--- src/rtl/xm23_pkg.sv ---
// xm23_pkg: shared constants for the xm23 device/interrupt slice.
//   CSR bit positions, pic_in field offsets, PIC FSM state enum,
//   device index map and the vector helper.
package xm23_pkg;

  // device CSR bits
  localparam int CSR_IE_BIT  = 0;
  localparam int CSR_OF_BIT  = 1;
  localparam int CSR_DBA_BIT = 2;

  // pic_in word layout: {valid, pri[2:0], vec[3:0]}
  localparam int PIC_VLD_BIT = 7;
  localparam int PIC_PRI_LSB = 4;
  localparam int PIC_VEC_LSB = 0;

  // device index map
  localparam logic [2:0] tmr_csr = 3'd0;
  localparam logic [2:0] kb_csr  = 3'd1;
  localparam logic [2:0] scr_csr = 3'd2;
  localparam logic [2:0] tl_csr  = 3'd3;
  localparam logic [2:0] pb_csr  = 3'd4;

  typedef enum logic [1:0] {
    S_IDLE = 2'd0,
    S_ARB  = 2'd1,
    S_POST = 2'd2,
    S_CLR  = 2'd3
  } pic_state_t;

  // vector = base + index, 4-bit wrap
  function automatic logic [3:0] mk_vec(input logic [3:0] base, input logic [2:0] idx);
    return base + {1'b0, idx};
  endfunction

  function automatic logic [7:0] mk_pic(input logic vld, input logic [2:0] pri,
                                        input logic [3:0] vec);
    return {vld, pri, vec};
  endfunction

endpackage

--- src/rtl/xm23_pic_arb.sv ---
// xm23_pic_arb: combinational priority select.
//   pend    pending flag per device
//   pri     3-bit priority per device
//   cpu_pri current CPU priority; a device must be strictly above it
//   any     some device is eligible
//   idx/pri_o winner index and priority (highest pri, ties -> lowest index)
module xm23_pic_arb #(
  parameter int NUM_DEV = 8
) (
  input  logic [NUM_DEV-1:0]      pend,
  input  logic [NUM_DEV-1:0][2:0] pri,
  input  logic [2:0]              cpu_pri,
  output logic                    any,
  output logic [2:0]              idx,
  output logic [2:0]              pri_o
);

  // Ascending scan with strict '>' keeps the lowest index on ties.
  always_comb begin
    any   = 1'b0;
    idx   = 3'd0;
    pri_o = 3'd0;
    for (int i = 0; i < NUM_DEV; i++) begin
      if (pend[i] && (pri[i] > cpu_pri) && (!any || (pri[i] > pri_o))) begin
        any   = 1'b1;
        idx   = 3'(i);
        pri_o = pri[i];
      end
    end
  end

endmodule

--- src/rtl/xm23_pic.sv ---
// xm23_pic: priority interrupt controller for the xm23 CPU pic_in/pic_read port.
//   Clock, Reset  clock, synchronous active-high reset
//   dev_csr       device CSR bytes, device i at [8i+7:8i]
//   cpu_pri       current CPU priority
//   pic_read      CPU acknowledge pulse (honoured only while posting)
//   pri_we/pri_dev/pri_val  priority table write port
//   pic_in        {valid, pri, vector} request word to the CPU (registered)
//   pend          pending flags
//   ovf           sticky overrun flags
module xm23_pic
  import xm23_pkg::*;
#(
  parameter int          NUM_DEV   = 8,
  parameter int          IE_BIT    = CSR_IE_BIT,
  parameter int          DBA_BIT   = CSR_DBA_BIT,
  parameter logic [3:0]  VECT_BASE = 4'd8,
  parameter logic [23:0] PRI_INIT  = 24'h0
) (
  input  logic                 Clock,
  input  logic                 Reset,
  input  logic [8*NUM_DEV-1:0] dev_csr,
  input  logic [2:0]           cpu_pri,
  input  logic                 pic_read,
  input  logic                 pri_we,
  input  logic [2:0]           pri_dev,
  input  logic [2:0]           pri_val,
  output logic [7:0]           pic_in,
  output logic [NUM_DEV-1:0]   pend,
  output logic [NUM_DEV-1:0]   ovf
);

  pic_state_t state;

  logic [NUM_DEV-1:0]      dba, ie, dba_q, ev, clr;
  logic [NUM_DEV-1:0][2:0] pri;
  logic [2:0]              idx_w, pri_w;
  logic                    a_any;
  logic [2:0]              a_idx, a_pri;

  // only IE and DBA are looked at; the rest of each CSR is the device's business
  logic unused_csr;
  assign unused_csr = ^dev_csr;

  for (genvar g = 0; g < NUM_DEV; g++) begin : g_dev
    assign dba[g] = dev_csr[8*g + DBA_BIT];
    assign ie[g]  = dev_csr[8*g + IE_BIT];
    // an event is a DBA rising edge on an enabled device
    assign ev[g]  = dba[g] & ~dba_q[g] & ie[g];
    // posted winner is released while in CLR
    assign clr[g] = (state == S_CLR) && (idx_w == 3'(g));
  end

  xm23_pic_arb #(.NUM_DEV(NUM_DEV)) u_arb (
    .pend    (pend),
    .pri     (pri),
    .cpu_pri (cpu_pri),
    .any     (a_any),
    .idx     (a_idx),
    .pri_o   (a_pri)
  );

  always_ff @(posedge Clock) begin
    if (Reset) begin
      state  <= S_IDLE;
      pic_in <= 8'h00;
      pend   <= '0;
      ovf    <= '0;
      dba_q  <= '0;
      idx_w  <= 3'd0;
      pri_w  <= 3'd0;
      for (int i = 0; i < NUM_DEV; i++) pri[i] <= PRI_INIT[3*i +: 3];
    end else begin
      dba_q <= dba;
      // a fresh event wins over the clear of the acked device, and is not an overrun
      pend  <= ev | (pend & ~clr);
      ovf   <= ovf | (ev & pend & ~clr);

      for (int i = 0; i < NUM_DEV; i++)
        if (pri_we && (pri_dev == 3'(i))) pri[i] <= pri_val;

      case (state)
        S_IDLE: if (a_any) state <= S_ARB;
        S_ARB: begin
          if (a_any) begin
            // winner is frozen here; later arrivals do not displace it
            idx_w  <= a_idx;
            pri_w  <= a_pri;
            pic_in <= mk_pic(1'b1, a_pri, mk_vec(VECT_BASE, a_idx));
            state  <= S_POST;
          end else begin
            state  <= S_IDLE;
          end
        end
        S_POST: begin
          if (pic_read) begin
            state <= S_CLR;
          end else if (cpu_pri >= pri_w) begin
            // CPU raised its priority: withdraw, device stays pending
            pic_in[PIC_VLD_BIT] <= 1'b0;
            state               <= S_IDLE;
          end
        end
        S_CLR: begin
          pic_in[PIC_VLD_BIT] <= 1'b0;
          state               <= S_IDLE;
        end
        default: state <= S_IDLE;
      endcase
    end
  end

endmodule

--- config.mk ---
export PLATFORM = sky130hd
export DESIGN_NAME = xm23_pic
export DESIGN_NICKNAME = d
export VERILOG_FILES = /design/src/rtl/xm23_pkg.sv /design/src/rtl/xm23_pic_arb.sv /design/src/rtl/xm23_pic.sv
export SDC_FILE = /design/constraint.sdc
export NUM_CORES = 1
export LEC_CHECK = 0
export CORE_AREA = 2 2 101 93
export CTS_CLUSTER_DIAMETER = 60
export CTS_CLUSTER_SIZE = 16
export DETAILED_ROUTE_END_ITERATION = 10
export DIE_AREA = 0 0 103 95
export PLACE_DENSITY = 0.83
export SYNTH_ARGS = -nofsm -noshare
export SYNTH_HDL_FRONTEND = slang
export SYNTH_SLANG_ARGS = --single-unit
--- constraint.sdc ---
create_clock -name Clock -period 11.5 [get_ports Clock]
set_clock_uncertainty 0.15 [all_clocks]
set_input_delay 1.15 -clock Clock [delete_from_list [all_inputs] [get_ports Clock]]
set_output_delay 1.15 -clock Clock [all_outputs]
set_load 0.05 [all_outputs]
## Word-level counts from Yosys, hierarchy flattened

Index checks and enable logic that the tools add are counted.

| word-level totals | value |
|---|---|
| input port bits | 77 |
| memories kept | 0 |
| bits in latches | 0 |
| RAM bits | 0 |
| flip-flop bits (word level) | 64 |
| memory bits (read-only) | 0 |

| operators by class | value |
|---|---|
| div/mod/pow operators | 0 |
| order comparisons | 16 |
| reductions and logical operators | 52 |
| eq/ne operators | 22 |
| multiply operators | 0 |
| $add $sub $neg | 1 |
| shift-type cells | 0 |
| mux-type cells | 32 |
| bitwise operators | 30 |

Operator list:

| cell | number |
|---|---|
| > comparator 3 bit | 15 |
| 2-to-1 mux 3 bit | 12 |
| logical AND 1 bit | 31 |
| bitwise AND 8 bit | 3 |
| equality test 3 bit (second input constant) | 8 |
| bitwise AND 1 bit | 16 |
| OR 8 bit | 2 |
| equality test 3 x 2 -> 1 bit (second input constant) | 4 |
| 2-to-1 mux 2 bit | 6 |
| 2-to-1 mux 1 bit | 11 |
| 2-to-1 mux 8 bit | 1 |
| inequality test 2 bit (second input constant) | 4 |
| inverter 1 bit | 8 |
| inverter 8 bit | 1 |
| one-hot mux 2 bit (4 select lines) | 1 |
| zero test 1 bit | 7 |
| logical OR 1 bit | 7 |
| equality test 3 x 1 -> 1 bit (second input constant) | 2 |
| zero test 3 bit | 2 |
| adder 4 x 3 -> 4 bit (first input constant) | 1 |
| equality test 2 bit (second input constant) | 2 |
| AND reduction 2 bit | 2 |
| AND reduction 4 bit | 1 |
| >= comparator 3 bit | 1 |
| 5 further kinds | 5 |

## Longest topological paths before layout

Gate-level depths: netlist (run 1).

| logic depth | value |
|---|---|
| depth in word-level cells | 34 |
| depth in mapped cells | 62 |

## By module

A second synthesis (run 1) with hierarchy kept.

| unflattened totals | value |
|---|---|
| cell total of the unflattened synthesis | 432 |
| area total of the unflattened synthesis | 3866.2 sq um |

By module, submodules not included:

| module | cells an instance | seq. area each (sq um) | instances | area each (sq um) |
|---|---|---|---|---|
| xm23_pic | 222 | 1161.1 | 1 | 2259.7 |
| xm23_pic_arb | 210 | 0.0 | 1 | 1606.5 |

## Worst setup path before layout (run 1)

OpenSTA, ideal clock, no wires.

| timing path | value |
|---|---|
| path kind | input -> register |
| from | input cpu_pri[1] |
| to | register pic_in[4] |
| setup slack | 547 ps |
| cell stages on the path | 56 |
| buffers on the path | 1 |
| data required time | 11263 ps |
| library setup time | 87 ps |
| data arrival time | 10716 ps |
| cell sequence | inv_1 -> ha_1 -> a32oi_1 -> nand3_1 -> ha_1 -> nor2b_1 -> o21ai_0 -> a32oi_1 -> o21a_4 -> a21o_1 -> inv_1 -> ha_1 -> nor2b_1 -> o21a_1 -> o21ai_0 -> o21a_1 -> nor3_1 -> or2_2 -> [... 20 more ...] -> nor2_1 -> a22oi_1 -> ha_1 -> a21o_1 -> a21oi_1 -> a31oi_1 -> a31oi_1 -> nor2_1 -> a221oi_1 -> or2_1 -> ha_1 -> nor2b_1 -> o21a_1 -> o21ai_0 -> nor2_1 -> or3b_1 -> or2_1 -> o31ai_1 |

| on the way | value |
|---|---|
| word-level cells in the longest chain between the ends | 32 |

Ends and longest elaborated chain:

| item | RTL line | source |
|---|---|---|
| start, declared | xm23_pic.sv:22 | `input logic [2:0] cpu_pri,` |
| > comparator 3 bit | xm23_pic_arb.sv:24 | `if (pend[i] && (pri[i] > cpu_pri) && (!any \|\| (pri[i] > pri_o))) begin` |
| logical AND 1 bit | xm23_pic_arb.sv:24 |  |
| 2-to-1 mux 3 bit or 2-to-1 mux 1 bit (tied branches) | xm23_pic_arb.sv:24 |  |
| > comparator 3 bit or zero test 1 bit (tied branches) | xm23_pic_arb.sv:24 |  |
| logical OR 1 bit | xm23_pic_arb.sv:24 |  |
| logical AND 1 bit | xm23_pic_arb.sv:24 |  |
| 2-to-1 mux 3 bit or 2-to-1 mux 1 bit (tied branches) | xm23_pic_arb.sv:24 |  |
| > comparator 3 bit or zero test 1 bit (tied branches) | xm23_pic_arb.sv:24 |  |
| [... 16 more ...] | -- |  |
| logical OR 1 bit | xm23_pic_arb.sv:24 |  |
| logical AND 1 bit | xm23_pic_arb.sv:24 |  |
| 2-to-1 mux 3 bit or 2-to-1 mux 1 bit (tied branches) | xm23_pic_arb.sv:24 |  |
| > comparator 3 bit or zero test 1 bit (tied branches) | xm23_pic_arb.sv:24 |  |
| logical OR 1 bit | xm23_pic_arb.sv:24 |  |
| logical AND 1 bit | xm23_pic_arb.sv:24 |  |
| 2-to-1 mux 1 bit | xm23_pic_arb.sv:24 |  |
| AND reduction 2 bit (no source line) | -- |  |
| end signal, assigned | xm23_pic.sv:88 | `pic_in <= mk_pic(1'b1, a_pri, mk_vec(VECT_BASE, a_idx));` |
| end, declared | xm23_pic.sv:27 | `output logic [7:0] pic_in,` |

Several ways; a longest one is shown, not always the timed one.
A chain may end at the register's enable or synchronous reset.

## Worst setup path in the final report (run 1)

| timing path | value |
|---|---|
| from | input cpu_pri[1] |
| to | register pic_in[5] |

The elaborated chain is that of the path after synthesis.

==> qor.yml, run 1 <==
logic_synthesis:
  synth-seq-cells: 58
  syn_area_sq_um: 3750
  synth-edff-count: 0
  synth_ff_type: "dfxtp_1"
  async_reset_ff_frac: 0
  synth_area_per_cell_sq_um: 8.98
  syn_nets: 542
  synthCells: 417
  ys_seq_area_frac: 0.310
  synth_cell_types: 56
  ys_warn_count: 0
clock_network:
  cts_buffers: 9
  clkTransAtPathRegs_ns: 0.07
  cts_root_buf: "clkbuf_8"
  cts_buffer_depth: 2
  cts_tree: "built"
  cts_sinks: 58
  clk_latency_ns: 0.34
  cts-htree-levels: 3
min_path:
  hp-class: "reg -> reg"
cells_and_area:
  final_cell_mix: "58 x dfxtp_1, 57 x buf_4, 51 x nor2_1, 48 x clkdlybuf4s50_1, 44 x ha_1"
  area_growth_syn_to_layout_pct: 39.3
  diodes: 0
  layout_commonest_cell: "dfxtp_1"
  fill_cells: 726
  fin_nets: 652
  drive_gt1_frac: 0.227
  fin_util: 0.591
  fin_area_sq_um: 5220
global_routing:
  grt_pass1_wl_mm: 17.2
  grt_start_max_net_pins: 59
  grt_overflow_total: 0
  grt_pass1_vias: 3642
  grt.total_usage: 0.226
  antenna_found_initial: 0
power:
  internal-power_uw: 408
  power_frac_comb: 0.178
  switchingPower_uw: 144
  power.share.sequential: 0.389
  p_leak_nw: 2.15
  p_clk_frac: 0.433
  power.density_nw_per_um2: 106
  worst_ir_drop_vdd_mv: 0.0828
  switching_share: 0.261
drt:
  post-route-drc-count: 0
  vias: 3717
  detail_route.iter0.violations: 214
  wirelength_mm: 10.9
  wl_per_cell_um: 16.7
  detailedRoute.firstPassIterationCount: 5
  ant_nets: 0
  vias_per_cell: 5.68
die:
  die_w_um: 103
  ios: 101
  core_area_sq_um: 8840
  die_area_sq_um: 9790
  num_rows: 33
  initial_core_util: 0.424
  dieHeight_um: 95
worst_setup_path:
  cp_num_buf_inv: 5
  worstPathArrival_ns: 10.96
  crit_family: "compound AO/OA/AOI/OAI gates"
  critPathSlowestCell: "or3b_1"
  end_kind: "flop"
  cp_max_fo: 6
  worstSetupPathType: "in -> reg"
  max_stage_delay_ns: 0.40
  start_kind: "input port"
  crit_top_cell: "ha_1"
  required_ns: 11.61
timing:
  maxSlewHeadroom: 0.317
  setup_tns_ns: 0
  whs_ns: 0.336
  finalSetupViolations: 0
  min_period_ns: 10.85
  fmax_mhz: 92.2
  worst_slack_ns: 0.651
  hold_viol_final: 0
  worst_pin_slew_ns: 1.03
  rsz0062_at_grt: "false"
  timing.final.max_slew_violations: 0
  period_share: 0.943
outcome:
  status: "finished, final reports clean"
placement:
  io_buffers: 52
  dp_hpwl_mm: 7.81
  gp_congestion: 0.947
  place_ws_ns: -0.639
  place_area_sq_um: 4730
run:
  maxCapViolations: 0
## sequential cells by signal (all words and copies together) (netlist names)
register  flops
pic_in        8
pend          8
dba_q         8
state         2
pri          24
ovf           8
## worst min-delay path: cells and delay by family, from the launching register on
kind	cells	cell delay (ns)
DFF	1	0.34
and+or+nand+nor	2	0.12
## cell type report
cell class | count | area [sq um] | share of cell area
Multi-Input combinational cell | 324 | 2610 | 0.500
Sequential cell | 58 | 1160 | 0.222
Timing Repair Buffer | 109 | 951 | 0.182
Tap cell | 122 | 153 | 0.0292
Clock buffer | 11 | 151 | 0.0290
Clock inverter | 5 | 100 | 0.0192
Inverter | 25 | 93.8 | 0.0180
## path summary, 6_finish.rpt
check,from,slack [ns],end,cells past startpoint
max,cpu_pri[1],0.65,pic_in[5],58
max reg2reg,pri[0],1.21,pic_in[5],57
min reg2reg,pic_in[3],0.34,pic_in[3],2
min,pic_in[3],0.34,pic_in[3],2
## cell families after synthesis
group           synth area share
flops                      0.310
simple gates               0.195
compound gates             0.235
mux                       0.0641
fa+ha+maj                  0.160
buf+inv                   0.0361
## Yosys cell counts (all sizes together), types with 4 or more instances
cell,count,area (sq um)
dfxtp,58,1160
nor2,52,195
ha,48,601
inv,25,93.8
mux2i,24,240
o21ai,24,124
a21oi,21,105
nor2b,21,139
nand3,15,75.1
nand3b,10,75.1
o21a,9,75.1
o21bai,9,71.3
a21o,7,52.6
nand2,7,26.3
or2,7,43.8
a221oi,6,71.3
a22oi,5,37.5
buf,5,22.5
clkbuf,5,18.8
nor3,5,25.0
o2111ai,5,43.8
o31ai,5,51.3
a31oi,4,25.0
nand2b,4,25.0
## metal layers
metal / part of all wire / track usage
met1: 0.42 / 0.283
met2: 0.48 / 0.372
met3: 0.069 / 0.0526
met4: 0.037 / 0.0943
met5: 0 / 0
## what timing repair did
action                                  CTS  global route
hold buffers                              0             0
buffers inserted                          2             7
pin swaps                                 2            11
endpoints found under the setup margin    6             6
gates resized for setup                   5            35
## power groups by stage
stage	Combinational, mW	Clock, mW	Sequential [mW]
2_1_floorplan	0.0447	0	0.227
3_3_place_gp	0.0855	0	0.218
3_5_place_dp	0.0890	0	0.219
4_1_cts	0.0905	0.241	0.214
5_1_grt	0.107	0.252	0.215
6_report	0.0984	0.239	0.215
## stage by stage
| step | power, mW | std cells |
|---|---|---|
| 3_5_place_dp | 0.308 | 629 |
| 5_1_grt | 0.575 | 654 |
| 2_1_floorplan | 0.271 | 417 |
| 3_3_place_gp | 0.304 | 629 |
| 6_report | 0.552 | 654 |
| 4_1_cts | 0.546 | 647 |
No activity file was read; power rests on OpenSTA's default activity.
==> run 2: changes to the inputs <==
==> constraint.sdc (replaced) <==
create_clock -name Clock -period 11.5 [get_ports Clock]
set_clock_uncertainty 0.15 [all_clocks]
set_input_delay 2.3 -clock Clock [delete_from_list [all_inputs] [get_ports Clock]]
set_output_delay 2.3 -clock Clock [all_outputs]
set_load 0.05 [all_outputs]
==> qor.yml, run 2 (same netlist as run 1, synthesis figures left out) <==
cells_and_area:
  final_cell_mix: "64 x buf_4, 58 x dfxtp_1, 48 x clkdlybuf4s50_1, 46 x nor2_1, 35 x ha_1"
  fin_util: 0.619
  fin_cells: 663
  fin_nets: 661
  area_growth_syn_to_layout_pct: 46.1
  largest_reg_flops: 24
  largest_register: "pri"
  layout_commonest_cell: "buf_4"
  diodes: 0
  drive_gt1_frac: 0.299
timing:
  timing.final.max_slew_violations: 0
  min_period_ns: 12.13
  maxSlewHeadroom: 0.293
  worst_slack_ns: -0.632
  fmax_mhz: 82.4
  finalSetupViolations: 6
  hold_viol_final: 0
  period_share: 1.05
  rsz0062_at_grt: "true"
  worst_pin_slew_ns: 1.06
placement:
  dp_hpwl_mm: 7.75
  gp_congestion: 0.939
  io_buffers: 52
  placed_cells: 629
  place_ws_ns: -1.47
power:
  power.share.sequential: 0.419
  p_leak_nw: 2.18
  switchingPower_uw: 156
  internal-power_uw: 356
  p_clk_frac: 0.372
  power_frac_comb: 0.208
  power.density_nw_per_um2: 93.6
  worst_ir_drop_vdd_mv: 0.107
  switching_share: 0.305
clock_network:
  cts_buffer_depth: 2
  cts_buffers: 9
  cts_sinks: 58
  cts_tree: "built"
  postCtsHoldBufs: 0
  cts-htree-levels: 3
  clkTransAtPathRegs_ns: 0.07
  cts_root_buf: "clkbuf_8"
  clk_latency_ns: 0.37
drt:
  wl_per_cell_um: 17.6
  wirelength_mm: 11.7
  vias: 3755
  ant_nets: 0
  detailedRoute.firstPassIterationCount: 4
  vias_per_cell: 5.66
  post-route-drc-count: 0
  detail_route.iter0.violations: 292
global_routing:
  grt_pass1_wl_mm: 17.7
  grt_overflow_total: 0
  antenna_found_initial: 0
  grt_pass1_vias: 3685
  grt_start_max_net_pins: 59
  grt.total_usage: 0.235
die:
  num_rows: 33
  die_area_sq_um: 9790
  die_w_um: 103
  core_area_sq_um: 8840
  dieHeight_um: 95
  initial_core_util: 0.424
  ios: 101
worst_setup_path:
  start_kind: "input port"
  max_stage_delay_ns: 0.39
  cp_max_fo: 5
  worstSetupPathType: "in -> reg"
  end_kind: "flop"
  worstPathArrival_ns: 12.27
  required_ns: 11.64
  critPathSlowestCell: "or3b_4"
  reg2reg_depth: 55
min_path:
  hp-class: "reg -> reg"
  hold_depth: 2
outcome:
  status: "finished, violations left"
  violations: "negative setup slack"
run:
  maxCapViolations: 0
-- run 2: changes by cell type in the layout (fill, tap and decap cells not counted), sizes merged --
cell and change:
buf +11, clkinvlp +6, dlymetal6s2s -3, bufinv -2, clkbuf -2, inv -2
clkdlybuf4s15 +1
-- run 2: per-stage QoR --
| step | area, sq um | setup TNS (ns) | total power, mW | hold slack, ns |
|---|---|---|---|---|
| 3_5_place_dp | 4810 | -8.28 | 0.310 | 0.314 |
| 6_report | 5470 | -3.54 | 0.512 | 0.331 |
| 5_1_grt | 5470 | -5.93 | 0.532 | 0.361 |
| 3_3_place_gp | 4810 | -6.23 | 0.307 | 0.306 |
| 4_1_cts | 5220 | -2.62 | 0.503 | 0.334 |
| 2_1_floorplan | 3830 | -0.804 | 0.274 | 0.310 |
-- run 2: area by class of cell --
| type | instances | area (sq um) |
|---|---|---|
| Multi-Input combinational cell | 324 | 2840 |
| Fill cell | 675 | 3360 |
| Tap cell | 122 | 153 |
| Clock buffer | 9 | 124 |
| Inverter | 25 | 101 |
| Sequential cell | 58 | 1160 |
| Clock inverter | 7 | 70.1 |
| Timing Repair Buffer | 118 | 1020 |
-- run 2: critical path: cells and delay by family --
family | cells | cell delay (ns)
and+or+nand+nor | 13 | 2.06
adders and majority gates | 8 | 2.14
buffers and inverters | 4 | 0.59
AOI/OAI and AO/OA | 30 | 5.19
-- run 2: worst paths after layout --
path / startpoint / end / slack [ns]
setup / recovery: cpu_pri[0] / pic_in[6] / -0.63
hold / removal: pic_in[3] / pic_in[3] / 0.33
setup reg to reg: pri[0] / pic_in[6] / 1.02
hold reg to reg: pic_in[3] / pic_in[3] / 0.33
-- run 2: routing by layer --
metal	track usage	part of all wire	vias to the layer above	wire, um
li1	-	-	1791	-
met1	0.292	0.42	1782	4870
met2	0.383	0.48	149	5570
met3	0.0718	0.084	33	981
met4	0.0866	0.024	0	278
met5	0	0	-	0
-- run 2: repair_timing --
item | 4_1_cts | 5_1_grt
setup endpoints to repair | 6 | 6
gates resized for setup | 36 | 34
hold endpoints to repair | 0 | 0
buffers inserted | 12 | 6
gates cloned | 0 | 0
pin swaps | 31 | 33
-- run 2: power groups by stage --
stage	combinational [mW]	sequential, mW	clock [mW]
finish	0.107	0.215	0.191
global route	0.115	0.215	0.202
CTS	0.0979	0.214	0.191
detailed placement	0.0919	0.218	0
global placement	0.0883	0.218	0
floorplan	0.0471	0.227	0
